File: config.mk
export PLATFORM = sky130hd
export DESIGN_NAME = mix_result_accum
export DESIGN_NICKNAME = d
export VERILOG_FILES = /design/src/rtl/mix_pkg.sv /design/src/rtl/mix_minmax_trk.sv /design/src/rtl/mix_result_accum.sv
export SDC_FILE = /design/constraint.sdc
export NUM_CORES = 1
export LEC_CHECK = 0
export BUFFER_PORTS_ARGS = -buffer_cell sky130_fd_sc_hd__buf_2
export CORE_MARGIN = 3
export CORE_UTILIZATION = 36
export DETAILED_ROUTE_END_ITERATION = 10
export SLEW_MARGIN = 20
export SYNTH_ARGS = -nofsm -noshare
export SYNTH_HDL_FRONTEND = slang
export SYNTH_SLANG_ARGS = --single-unit
File: constraint.sdc
create_clock -name clk -period 2.1 [get_ports clk]
set_clock_uncertainty 0.2 [all_clocks]
set_input_delay 0.42 -clock clk [delete_from_list [all_inputs] [get_ports clk]]
set_output_delay 0.42 -clock clk [all_outputs]
set_load 0.02 [all_outputs]
File: src/rtl/mix_pkg.sv
// Shared types and constants for the mix datapath consumers.
// The Result width here must track the mix core's output register.
package mix_pkg;

    typedef enum logic {ACCUM, HOLD} mix_acc_state_t;

    localparam int MIX_DATA_W = 8;

    // Ceiling log2, usable in parameter expressions.
    function automatic int clog2(input int value);
        int r;
        int v;
        r = 0;
        v = value - 1;
        while (v > 0) begin
            r++;
            v = v >> 1;
        end
        return r;
    endfunction

endpackage

File: src/rtl/mix_minmax_trk.sv
// Running minimum/maximum tracker for one block of unsigned samples.
// upd_min/upd_max show the values including the sample offered this cycle.
module mix_minmax_trk
    import mix_pkg::*;
#(
    parameter int DATA_W = MIX_DATA_W
) (
    input  logic              clk,
    input  logic              rst_n,
    input  logic              init,
    input  logic              update,
    input  logic [DATA_W-1:0] data,
    output logic [DATA_W-1:0] upd_min,
    output logic [DATA_W-1:0] upd_max
);

    logic [DATA_W-1:0] run_min;
    logic [DATA_W-1:0] run_max;

    // Strict compares so ties keep the stored value.
    assign upd_min = (data < run_min) ? data : run_min;
    assign upd_max = (data > run_max) ? data : run_max;

    always_ff @(posedge clk or negedge rst_n) begin
        if (!rst_n) begin
            run_min <= '1;
            run_max <= '0;
        end else if (init) begin
            run_min <= '1;
            run_max <= '0;
        end else if (update) begin
            run_min <= upd_min;
            run_max <= upd_max;
        end
    end

endmodule

File: src/rtl/mix_result_accum.sv
// Reduces each block of COUNT Result samples to sum/min/max and offers one
// summary per block downstream; input is stalled while a summary is pending.
module mix_result_accum
    import mix_pkg::*;
#(
    parameter int  DATA_W = MIX_DATA_W,
    parameter int  COUNT  = 16,
    localparam int ACC_W  = DATA_W + clog2(COUNT)
) (
    input  logic              clk,
    input  logic              rst_n,
    input  logic              in_valid,
    output logic              in_ready,
    input  logic [DATA_W-1:0] in_data,
    input  logic              clear,
    output logic              out_valid,
    input  logic              out_ready,
    output logic [ACC_W-1:0]  out_sum,
    output logic [DATA_W-1:0] out_min,
    output logic [DATA_W-1:0] out_max
);

    localparam int CNT_W = clog2(COUNT);

    mix_acc_state_t    state;
    logic [CNT_W-1:0]  cnt;
    logic [ACC_W-1:0]  acc;
    logic [ACC_W-1:0]  acc_nxt;
    logic [DATA_W-1:0] upd_min;
    logic [DATA_W-1:0] upd_max;
    logic              accept;
    logic              last;

    // Handshakes: a transfer happens on a rising edge where valid and ready are
    // both high. in_ready is a flop set only in ACCUM, so it never depends
    // combinationally on in_valid/out_ready; clear overrides any transfer.
    assign accept  = in_valid && in_ready && !clear;
    assign last    = accept && (cnt == CNT_W'(COUNT - 1));
    assign acc_nxt = acc + ACC_W'(in_data);

    mix_minmax_trk #(.DATA_W(DATA_W)) u_minmax (
        .clk     (clk),
        .rst_n   (rst_n),
        .init    (clear || last),
        .update  (accept),
        .data    (in_data),
        .upd_min (upd_min),
        .upd_max (upd_max)
    );

    always_ff @(posedge clk or negedge rst_n) begin
        if (!rst_n) begin
            cnt <= '0;
            acc <= '0;
        end else if (clear || last) begin
            cnt <= '0;
            acc <= '0;
        end else if (accept) begin
            cnt <= cnt + CNT_W'(1);
            acc <= acc_nxt;
        end
    end

    always_ff @(posedge clk or negedge rst_n) begin
        if (!rst_n) begin
            state     <= ACCUM;
            in_ready  <= 1'b0;
            out_valid <= 1'b0;
            out_sum   <= '0;
            out_min   <= '0;
            out_max   <= '0;
        end else if (clear) begin
            // Summary data registers deliberately keep their last contents.
            state     <= ACCUM;
            in_ready  <= 1'b1;
            out_valid <= 1'b0;
        end else begin
            case (state)
                ACCUM: begin
                    in_ready <= 1'b1;
                    if (last) begin
                        out_sum   <= acc_nxt;
                        out_min   <= upd_min;
                        out_max   <= upd_max;
                        out_valid <= 1'b1;
                        in_ready  <= 1'b0;
                        state     <= HOLD;
                    end
                end
                HOLD: begin
                    if (out_ready) begin
                        out_valid <= 1'b0;
                        in_ready  <= 1'b1;
                        state     <= ACCUM;
                    end
                end
                default: begin
                    state    <= ACCUM;
                    in_ready <= 1'b0;
                end
            endcase
        end
    end

endmodule

==> results.yml, run 1 <==
status:
  violations: "setup timing"
  run_status: "complete, but fails checks"
global_routing:
  first_pass_grt_wire_length_um: 14100
  gr-total-overflow: 0
  aggregate_global_route_resource_usage_pct: 17.1
  grt_pass1_vias: 2824
  antenna_violations_before_repair: 0
  grt_max_degree: 64
finish:
  syn_to_final_growth_pct: 39.2
  design.final.nets: 470
  post_route_cells_drive_above_1_share_pct: 44.6
  insertedDiodeCount: 0
  fillCellCount: 812
  stdcell_count: 545
  stdcell_area_um2: 4720
hold_path:
  hold_path.startpoint: "out_ready"
  holdPathStages: 3
  hold_path_class: "in -> reg"
  whs_endpoint: "out_valid"
floorplan:
  die-height_um: 103
  pin_count: 43
  floorplan.initialDensity_pct: 38.0
  std_cell_rows: 34
  chipWidth_um: 103
  design.die.area_um2: 10600
  coreArea_um2: 8930
synthesis:
  synth.most_common_cell: "sky130_fd_sc_hd__dfrtp_1"
  synth.ff_latch_count: 63
  synth_cell_types: 51
  synth-async-reset-ratio_pct: 100
  yosysSeqAreaShare_pct: 46.8
  synth.largest_area_cell: "sky130_fd_sc_hd__dfrtp_1"
  synth_area_um2: 3390
  synth_warnings: 0
  netlist_top_cells_count: "sky130_fd_sc_hd__dfrtp_1 (55), sky130_fd_sc_hd__nand2_1 (36), sky130_fd_sc_hd__nor2_1 (27), sky130_fd_sc_hd__ha_1 (24), sky130_fd_sc_hd__inv_1 (18)"
  synth_largest_type_area_fraction_pct: 40.6
  postSynthAreaPerCell_um2: 10.4
  syn-instance-count: 327
  ys.flop_type: "sky130_fd_sc_hd__dfrtp_1"
  synth-edff-count: 0
  mappedNetlistNets: 365
  synth_area_leaders: "sky130_fd_sc_hd__dfrtp_1 (41%), sky130_fd_sc_hd__ha_1 (8.9%), sky130_fd_sc_hd__dfstp_2 (6.2%), sky130_fd_sc_hd__a22o_1 (4.4%), sky130_fd_sc_hd__nand2_1 (4.0%)"
route:
  postRouteAntennaNets: 0
  vias: 2872
  drt_total_wl_um: 8750
  avgRoutedWirePerCell_um: 16.1
  detail_route.iter0.violations: 48
  dr.pass1.iters: 4
  drt_drc_violations_left: 0
  vias_per_cell: 5.27
worst_setup_path:
  arrival_worst_endpoint_ps: 2280
  critical_path.endpoint_type: "register"
  end_of_the_worst_register_to_register_path: "out_sum[10]"
  start_kind: "register"
  critical_path.max_fanout: 4
  critPathKind: "reg -> reg"
  setup.reg_to_reg.worst_slack_ps: -160
  reg2reg_path_depth: 8
  critical_path_required_ps: 2120
  worstReg2RegStart: "acc[0]"
timing:
  final_hold_viol_count: 0
  achievable-frequency_mhz: 442
  hold_slack_ps: 161
  layout_min_cycle_time_ps: 2260
  rsz_0062_raised_after_global_routing: "yes"
  tightestPinTransition_ps: 352
  finalSetupTns_ps: -1930
  final.setup.worst_slack_ps: -162
  final_setup_violating_endpoints: 32
  max-slew-margin-rel_pct: 76.6
  final.period_utilization_pct: 108
  final_max_tran_viols: 0
placement:
  finalWeightedCongestion: 0.785
  dp_slack_ps: -336
  dpl_cell_area_um2: 4160
  dp_cells: 521
  dp_hpwl_um: 6000
  buffer_ports.inserted: 42
clocking:
  ctsHtreeMaxLevel: 3
  worst_skew_pair.late_latency_ps: 350
  clk_transition_reported_paths_ps: 80
  tritoncts_clock_tree: "done"
  num_cts_buffers: 9
  clock-root-buffer: "sky130_fd_sc_hd__clkbuf_8"
  cts-root-to-sink-buffers: 2
  clock_sinks: 63
job:
  max-cap-violations: 0
power:
  max-vdd-ir-drop_v: 0.000420
  power_density_nw_per_um2: 670
  power.leakage_uw: 0.00230
-- area by class of cell --
class / count / area, µm² / area share (%)
inverter: 18 / 67.6 / 1.43
sequential: 63 / 1590 / 33.6
multi-input combinational: 235 / 2010 / 42.6
tap: 108 / 135 / 2.86
timing repair buffer: 105 / 733 / 15.5
clock inverter: 4 / 45.0 / 0.954
clock buffer: 12 / 145 / 3.07
-- layout by cell type, fill, tap and decap left out, types with 11 or more instances in the layout --
| master | instances |
|---|---|
| sky130_fd_sc_hd__dfrtp_1 | 55 |
| sky130_fd_sc_hd__buf_4 | 55 |
| sky130_fd_sc_hd__buf_2 | 42 |
| sky130_fd_sc_hd__nand2_1 | 30 |
| sky130_fd_sc_hd__nor2_1 | 24 |
| sky130_fd_sc_hd__ha_1 | 18 |
| sky130_fd_sc_hd__a22o_1 | 17 |
| sky130_fd_sc_hd__inv_1 | 16 |
| sky130_fd_sc_hd__a21oi_2 | 11 |
-- metrics by stage --
stage,utilization (%),total power (µW)
after floorplan,-,1700
after global placement,46.6,1950
after detailed placement,46.6,1970
after CTS,49.5,3060
after global routing,52.9,3330
final,52.9,3170
-- worst max-delay path, stage by stage (launching register included) --
cell and delay [ps]:
sky130_fd_sc_hd__dfrtp_1 410, sky130_fd_sc_hd__ha_4 170, sky130_fd_sc_hd__fa_2 350, sky130_fd_sc_hd__a211oi_2 210, sky130_fd_sc_hd__nor2_2 90, sky130_fd_sc_hd__a221o_1 390
sky130_fd_sc_hd__nand3_2 130, sky130_fd_sc_hd__xnor2_2 110, sky130_fd_sc_hd__o21ai_1 70
-- per-layer routing --
layer  up-vias  share of wire, %  track usage [%]
met3         4               3.5             4.40
met1      1430                49             24.4
met5         -                 0                0
li1       1383                 -                -
met4         0              0.50             3.29
met2        55                47             26.6
-- cells by family after synthesis --
logic type / count (synthesis) / synth area share, %
adders and majority gates: 25 / 9.44
muxes: 10 / 3.02
and+or+nand+nor: 92 / 13.4
buffers and inverters: 29 / 3.65
DFF: 63 / 46.8
AOI/OAI and AO/OA: 97 / 20.9
xor gates and xnor gates: 11 / 2.84
-- power breakdown --
part / leakage (µW) / internal [µW] / switching [µW] / total [µW]
sequential: 0.000837 / 1270 / 43.5 / 1310
clock: 0.000100 / 576 / 478 / 1050
combinational: 0.00137 / 396 / 402 / 799
total: 0.00230 / 2240 / 924 / 3170
-- flip-flops by register name, indices dropped and copies added (netlist names) --
name and count:
acc 12, u_minmax.run_max 8, cnt 4, in_ready 1, state 1, out_sum 12, out_max 8, u_minmax.run_min 8
out_valid 1, out_min 8
-- what timing repair did --
item | 4_1_cts | 5_1_grt
endpoints found under the setup margin | 36 | 51
setup buffers | 1 | 7
hold endpoints to repair | 55 | 0
pin swaps | 18 | 29
hold buffers | 1 | 0
gates resized for setup | 13 | 51
-- how the worst max path moves through the flow --
stage	startpoint	to	slack (ps)
floorplan	in_data[0]	out_sum[10]	-50
global placement	in_data[0]	out_sum[10]	-300
detailed placement	in_data[0]	out_sum[10]	-340
CTS	acc[0]	out_sum[10]	-180
global route	acc[0]	out_sum[10]	-270
finish	acc[0]	out_sum[10]	-160
Power figures use the tool's default switching activity.
==> inputs of run 2 (changes only) <==
--- a/config.mk
+++ b/config.mk
@@ -9,6 +9,7 @@
 export CORE_MARGIN = 3
 export CORE_UTILIZATION = 36
 export DETAILED_ROUTE_END_ITERATION = 10
+export SETUP_SLACK_MARGIN = 0.05
 export SLEW_MARGIN = 20
 export SYNTH_ARGS = -nofsm -noshare
 export SYNTH_HDL_FRONTEND = slang
==> run 2 against run 1 <==
The run still ends with setup timing left. Non-clock buffer count is 4 lower. Sequential power hardly changed. Fmax is 1.6% lower. Count of clock-buffer cells in the layout is 3 higher. Critical path type unchanged. Critical endpoint is now acc[8]. Largest cell class unchanged. Highest routed layer unchanged.
==> results.yml, run 2 (same netlist as run 1, synthesis figures left out) <==
status:
  run_status: "complete, but fails checks"
  violations: "setup timing"
route:
  drt_drc_violations_left: 0
  avgRoutedWirePerCell_um: 15.5
  vias: 2823
  postRouteAntennaNets: 0
  dr.pass1.iters: 4
  drt_total_wl_um: 8380
  detail_route.iter0.violations: 109
  vias_per_cell: 5.22
worst_setup_path:
  start_kind: "register"
  worst_path_largest_cell_delay_ps: 410
  critical_path_required_ps: 2160
  critical_path.cell_chain: "ha_4 -> fa_2 -> a211oi_2 -> nor2_2 -> a221o_1 -> buf_4 -> o21ai_2 -> nand2_1 -> o21ai_1"
  cpLargestDelayFamily: "compound AO/OA/AOI/OAI gates"
  critical_path.endpoint_type: "register"
  critPathBufInv: 1
  critPathKind: "reg -> reg"
  cp_slowest_cell: "sky130_fd_sc_hd__dfrtp_1"
  arrival_worst_endpoint_ps: 2360
  critical_path.max_fanout: 3
clocking:
  num_cts_buffers: 9
  worst_skew_pair.late_latency_ps: 330
  clk_transition_reported_paths_ps: 70
  ctsHtreeMaxLevel: 3
  cts-root-to-sink-buffers: 2
  tritoncts_clock_tree: "done"
  clock-root-buffer: "sky130_fd_sc_hd__clkbuf_8"
  clock_sinks: 63
global_routing:
  grt_max_degree: 34
  grt_pass1_vias: 2810
  antenna_violations_before_repair: 0
  aggregate_global_route_resource_usage_pct: 17.2
  gr-total-overflow: 0
  first_pass_grt_wire_length_um: 14100
hold_path:
  hold_path_class: "in -> reg"
timing:
  final_setup_violating_endpoints: 25
  max-slew-margin-rel_pct: 71.4
  rsz_0062_raised_after_global_routing: "yes"
  achievable-frequency_mhz: 435
  final_max_tran_viols: 0
  layout_min_cycle_time_ps: 2300
  final_hold_viol_count: 0
  tightestPinTransition_ps: 429
  final.period_utilization_pct: 110
  final.setup.worst_slack_ps: -200
power:
  power.leakage_uw: 0.00226
  power_density_nw_per_um2: 661
  max-vdd-ir-drop_v: 0.000382
finish:
  stdcell_count: 541
  top_regs: "acc (12), out_sum (12)"
  post_route_cells_drive_above_1_share_pct: 42.5
  insertedDiodeCount: 0
  layout_commonest_cell: "sky130_fd_sc_hd__dfrtp_1"
  syn_to_final_growth_pct: 36.6
  design.final.nets: 466
  final_cell_mix: "sky130_fd_sc_hd__dfrtp_1 (55), sky130_fd_sc_hd__buf_4 (53), sky130_fd_sc_hd__buf_2 (42)"
floorplan:
  chipWidth_um: 103
  coreArea_um2: 8930
  die-height_um: 103
  pin_count: 43
  design.die.area_um2: 10600
  floorplan.initialDensity_pct: 38.0
  std_cell_rows: 34
placement:
  dp_slack_ps: -342
  finalWeightedCongestion: 0.845
  dp_hpwl_um: 6160
  buffer_ports.inserted: 42
  dp_cells: 517
job:
  max-cap-violations: 0
## run 2: what timing repair did
item / CTS / global route
hold endpoints to repair: 55 / 0
buffers inserted: 4 / 4
hold buffers: 1 / 0
endpoints found under the setup margin: 40 / 51
pin swaps: 12 / 32
resized for setup: 22 / 25
## run 2: power breakdown
part           switching [µW]  internal, µW  total, µW
clock                     465           526        991
sequential               43.4          1270       1310
combinational             379           380        759
total                     888          2180       3070
## run 2: through the flow
stage	power (µW)	util [%]	area (µm²)	hold WS [ps]	setup TNS (ps)
CTS	3050	50.5	4510	161	-1480
floorplan	1720	-	3490	-75.6	-274
finish	3070	51.9	4630	170	-2050
detailed placement	1970	46.8	4180	264	-9500
global placement	1950	46.8	4180	261	-8810
global route	3230	51.9	4630	187	-4590
## run 2: metal layers
| layer | share of wire [%] | routed length [µm] | track usage, % |
|---|---|---|---|
| met5 | 0 | 0 | 0 |
| met4 | 1.4 | 120 | 4.48 |
| met3 | 3.8 | 317 | 3.92 |
| met2 | 47 | 3910 | 27.7 |
| met1 | 48 | 4030 | 23.3 |
## run 2: worst reg2reg max path: cells and delay by family, from the launching register on
family	cells	cell delay [ps]
AOI/OAI and AO/OA	4	770
adders and majority gates	2	540
and+or+nand+nor	2	150
buffers and inverters	1	160
DFF	1	410
## run 2: layout make-up
class                      instances  area [µm²]
multi-input combinational        235        1980
clock inverter                     1        5.00
tap                              108         135
clock buffer                      15         176
inverter                          18        67.6
sequential                        63        1590
timing repair buffer             101         683
fill                             821        4300
## run 2: worst paths after layout
path	startpoint	endpoint	slack [ps]	cells after the start
worst max-delay path	acc[0]	acc[8]	-200	9
worst min-delay path	out_ready	out_valid	170	3
worst max register to register	acc[0]	acc[8]	-200	9
worst min register to register	out_sum[5]	out_sum[5]	270	2
max in group asynchronous	rst_n	u_minmax.run_min[5]	910	3
min in group asynchronous	rst_n	u_minmax.run_max[4]	440	3
==> inputs of run 3 (changes only) <==
--- a/config.mk
+++ b/config.mk
@@ -9,6 +9,7 @@
 export CORE_MARGIN = 3
 export CORE_UTILIZATION = 36
 export DETAILED_ROUTE_END_ITERATION = 10
+export RECOVER_POWER = 25
 export SETUP_SLACK_MARGIN = 0.05
 export SLEW_MARGIN = 20
 export SYNTH_ARGS = -nofsm -noshare
==> run 3 against run 2 <==
The run still ends with setup timing left. Via count down 0.21%. Largest power group unchanged. Non-clock buffer count unchanged. Sequential share of layout area about the same.
==> results.yml, run 3 (same netlist as run 1, synthesis figures left out) <==
status:
  run_status: "complete, but fails checks"
  violations: "setup timing"
global_routing:
  grt_pass1_vias: 2810
  first_pass_grt_wire_length_um: 14100
  aggregate_global_route_resource_usage_pct: 17.2
  gr-total-overflow: 0
  antenna_violations_before_repair: 0
  grt_max_degree: 34
clocking:
  clock-root-buffer: "sky130_fd_sc_hd__clkbuf_8"
  worst_skew_pair.late_latency_ps: 330
  num_cts_buffers: 9
  clk_transition_reported_paths_ps: 70
  cts-root-to-sink-buffers: 2
  tritoncts_clock_tree: "done"
  ctsHtreeMaxLevel: 3
  clock_sinks: 63
timing:
  final.setup.worst_slack_ps: -200
  final.period_utilization_pct: 110
  rsz_0062_raised_after_global_routing: "yes"
  tightestPinTransition_ps: 778
  final_setup_violating_endpoints: 25
  hold_slack_ps: 170
  final_hold_viol_count: 0
  achievable-frequency_mhz: 435
  max-slew-margin-rel_pct: 48.1
  layout_min_cycle_time_ps: 2300
  final_max_tran_viols: 0
finish:
  design.final.nets: 466
  multiInputGateArea_um2: 1980
  syn_to_final_growth_pct: 36.5
  insertedDiodeCount: 0
  final_cell_mix: "sky130_fd_sc_hd__dfrtp_1 (55), sky130_fd_sc_hd__buf_4 (52), sky130_fd_sc_hd__buf_2 (41)"
  fillCellCount: 823
  layout_commonest_cell: "sky130_fd_sc_hd__dfrtp_1"
  top_regs: "acc (12), out_sum (12)"
  sequential_cell_area_um2: 1590
  post_route_cells_drive_above_1_share_pct: 42.3
worst_setup_path:
  worstReg2RegStart: "acc[0]"
  arrival_worst_endpoint_ps: 2360
  cpLargestDelayFamily: "compound AO/OA/AOI/OAI gates"
  critPathKind: "reg -> reg"
  cp_slowest_cell: "sky130_fd_sc_hd__dfrtp_1"
  start_kind: "register"
  critPathBufInv: 1
  critical_path.endpoint_type: "register"
  critical_path.max_fanout: 3
  worst_path_largest_cell_delay_ps: 410
  end_of_the_worst_register_to_register_path: "acc[8]"
  setup.reg_to_reg.worst_slack_ps: -200
  critical_path_required_ps: 2160
  critical_path.cell_chain: "ha_4 -> fa_2 -> a211oi_2 -> nor2_2 -> a221o_1 -> buf_4 -> o21ai_2 -> nand2_1 -> o21ai_1"
  reg2reg_path_depth: 9
placement:
  finalWeightedCongestion: 0.845
  buffer_ports.inserted: 42
  dp_hpwl_um: 6160
  dp_slack_ps: -342
hold_path:
  hold_path_class: "in -> reg"
  holdPathStages: 3
  whs_endpoint: "out_valid"
  hold_path.startpoint: "out_ready"
floorplan:
  coreArea_um2: 8930
  chipWidth_um: 103
  floorplan.initialDensity_pct: 38.0
  design.die.area_um2: 10600
  pin_count: 43
  std_cell_rows: 34
  die-height_um: 103
power:
  max-vdd-ir-drop_v: 0.000382
  power_density_nw_per_um2: 662
  totalPowerFinal_uw: 3070
  power.leakage_uw: 0.00226
route:
  dr.pass1.iters: 4
  vias: 2817
  drt_drc_violations_left: 0
  avgRoutedWirePerCell_um: 15.5
  postRouteAntennaNets: 0
  vias_per_cell: 5.21
  detail_route.iter0.violations: 108
  drt_total_wl_um: 8410
job:
  max-cap-violations: 0
[run 3: changes by cell type in the layout (fill, tap and decap cells not counted), sizes merged]
cell and delta:
clkbuf +2, buf -2
[run 3: how the worst max path moves through the flow]
| stage | cells past startpoint | start | end | slack [ps] |
|---|---|---|---|---|
| 2_1_floorplan | 8 | in_data[0] | out_sum[10] | -50 |
| 3_5_place_dp | 9 | in_data[0] | out_sum[10] | -340 |
| 6_report | 9 | acc[0] | acc[8] | -200 |
| 4_1_cts | 8 | acc[0] | out_sum[10] | -180 |
| 3_3_place_gp | 9 | in_data[0] | out_sum[10] | -320 |
| 5_1_grt | 9 | acc[0] | acc[8] | -270 |
[run 3: final cells by class]
cell class                      count  area share (%)
Clock buffer                       15            3.81
Clock inverter                      1           0.108
Inverter                           18            1.46
Multi-Input combinational cell    235            42.8
Sequential cell                    63            34.3
Tap cell                          108            2.92
Timing Repair Buffer              101            14.7
[run 3: stage by stage]
step                      cell area [µm²]  utilization, %  cells  TNS, ps
after floorplan                      3490               -    327     -274
after global placement               4180            46.8    517    -8810
after detailed placement             4180            46.8    517    -9500
after CTS                            4510            50.5    538    -1480
after global routing                 4630            51.8    541    -4590
final                                4630            51.8    541    -2030
[run 3: power by group]
| part | total [µW] | internal [µW] | switching, µW | leakage, µW |
|---|---|---|---|---|
| Sequential | 1310 | 1270 | 43.7 | 0.000837 |
| Clock | 992 | 526 | 466 | 0.0000937 |
| Combinational | 758 | 379 | 379 | 0.00133 |
| Total | 3070 | 2180 | 889 | 0.00226 |
[run 3: per-layer routing]
metal | wire [µm] | vias up | global-route usage, % | share of wire, %
met5 | 0 | - | 0 | 0
met4 | 120 | 0 | 4.48 | 1.4
met3 | 339 | 11 | 3.92 | 4.0
met2 | 3940 | 69 | 27.7 | 47
met1 | 4010 | 1351 | 23.3 | 48
li1 | - | 1386 | - | -
[run 3: timing repair]
item,in CTS,in global routing
resized for setup,22,25
setup buffers,4,4
hold buffers,1,0
pin swaps,12,32
hold endpoints to repair,55,0
setup endpoints to repair,40,51
[run 3: worst min-delay path, cell delays in order]
cell                       delay [ps]
sky130_fd_sc_hd__buf_2             80
sky130_fd_sc_hd__nand2b_1          90
sky130_fd_sc_hd__a21oi_1           60
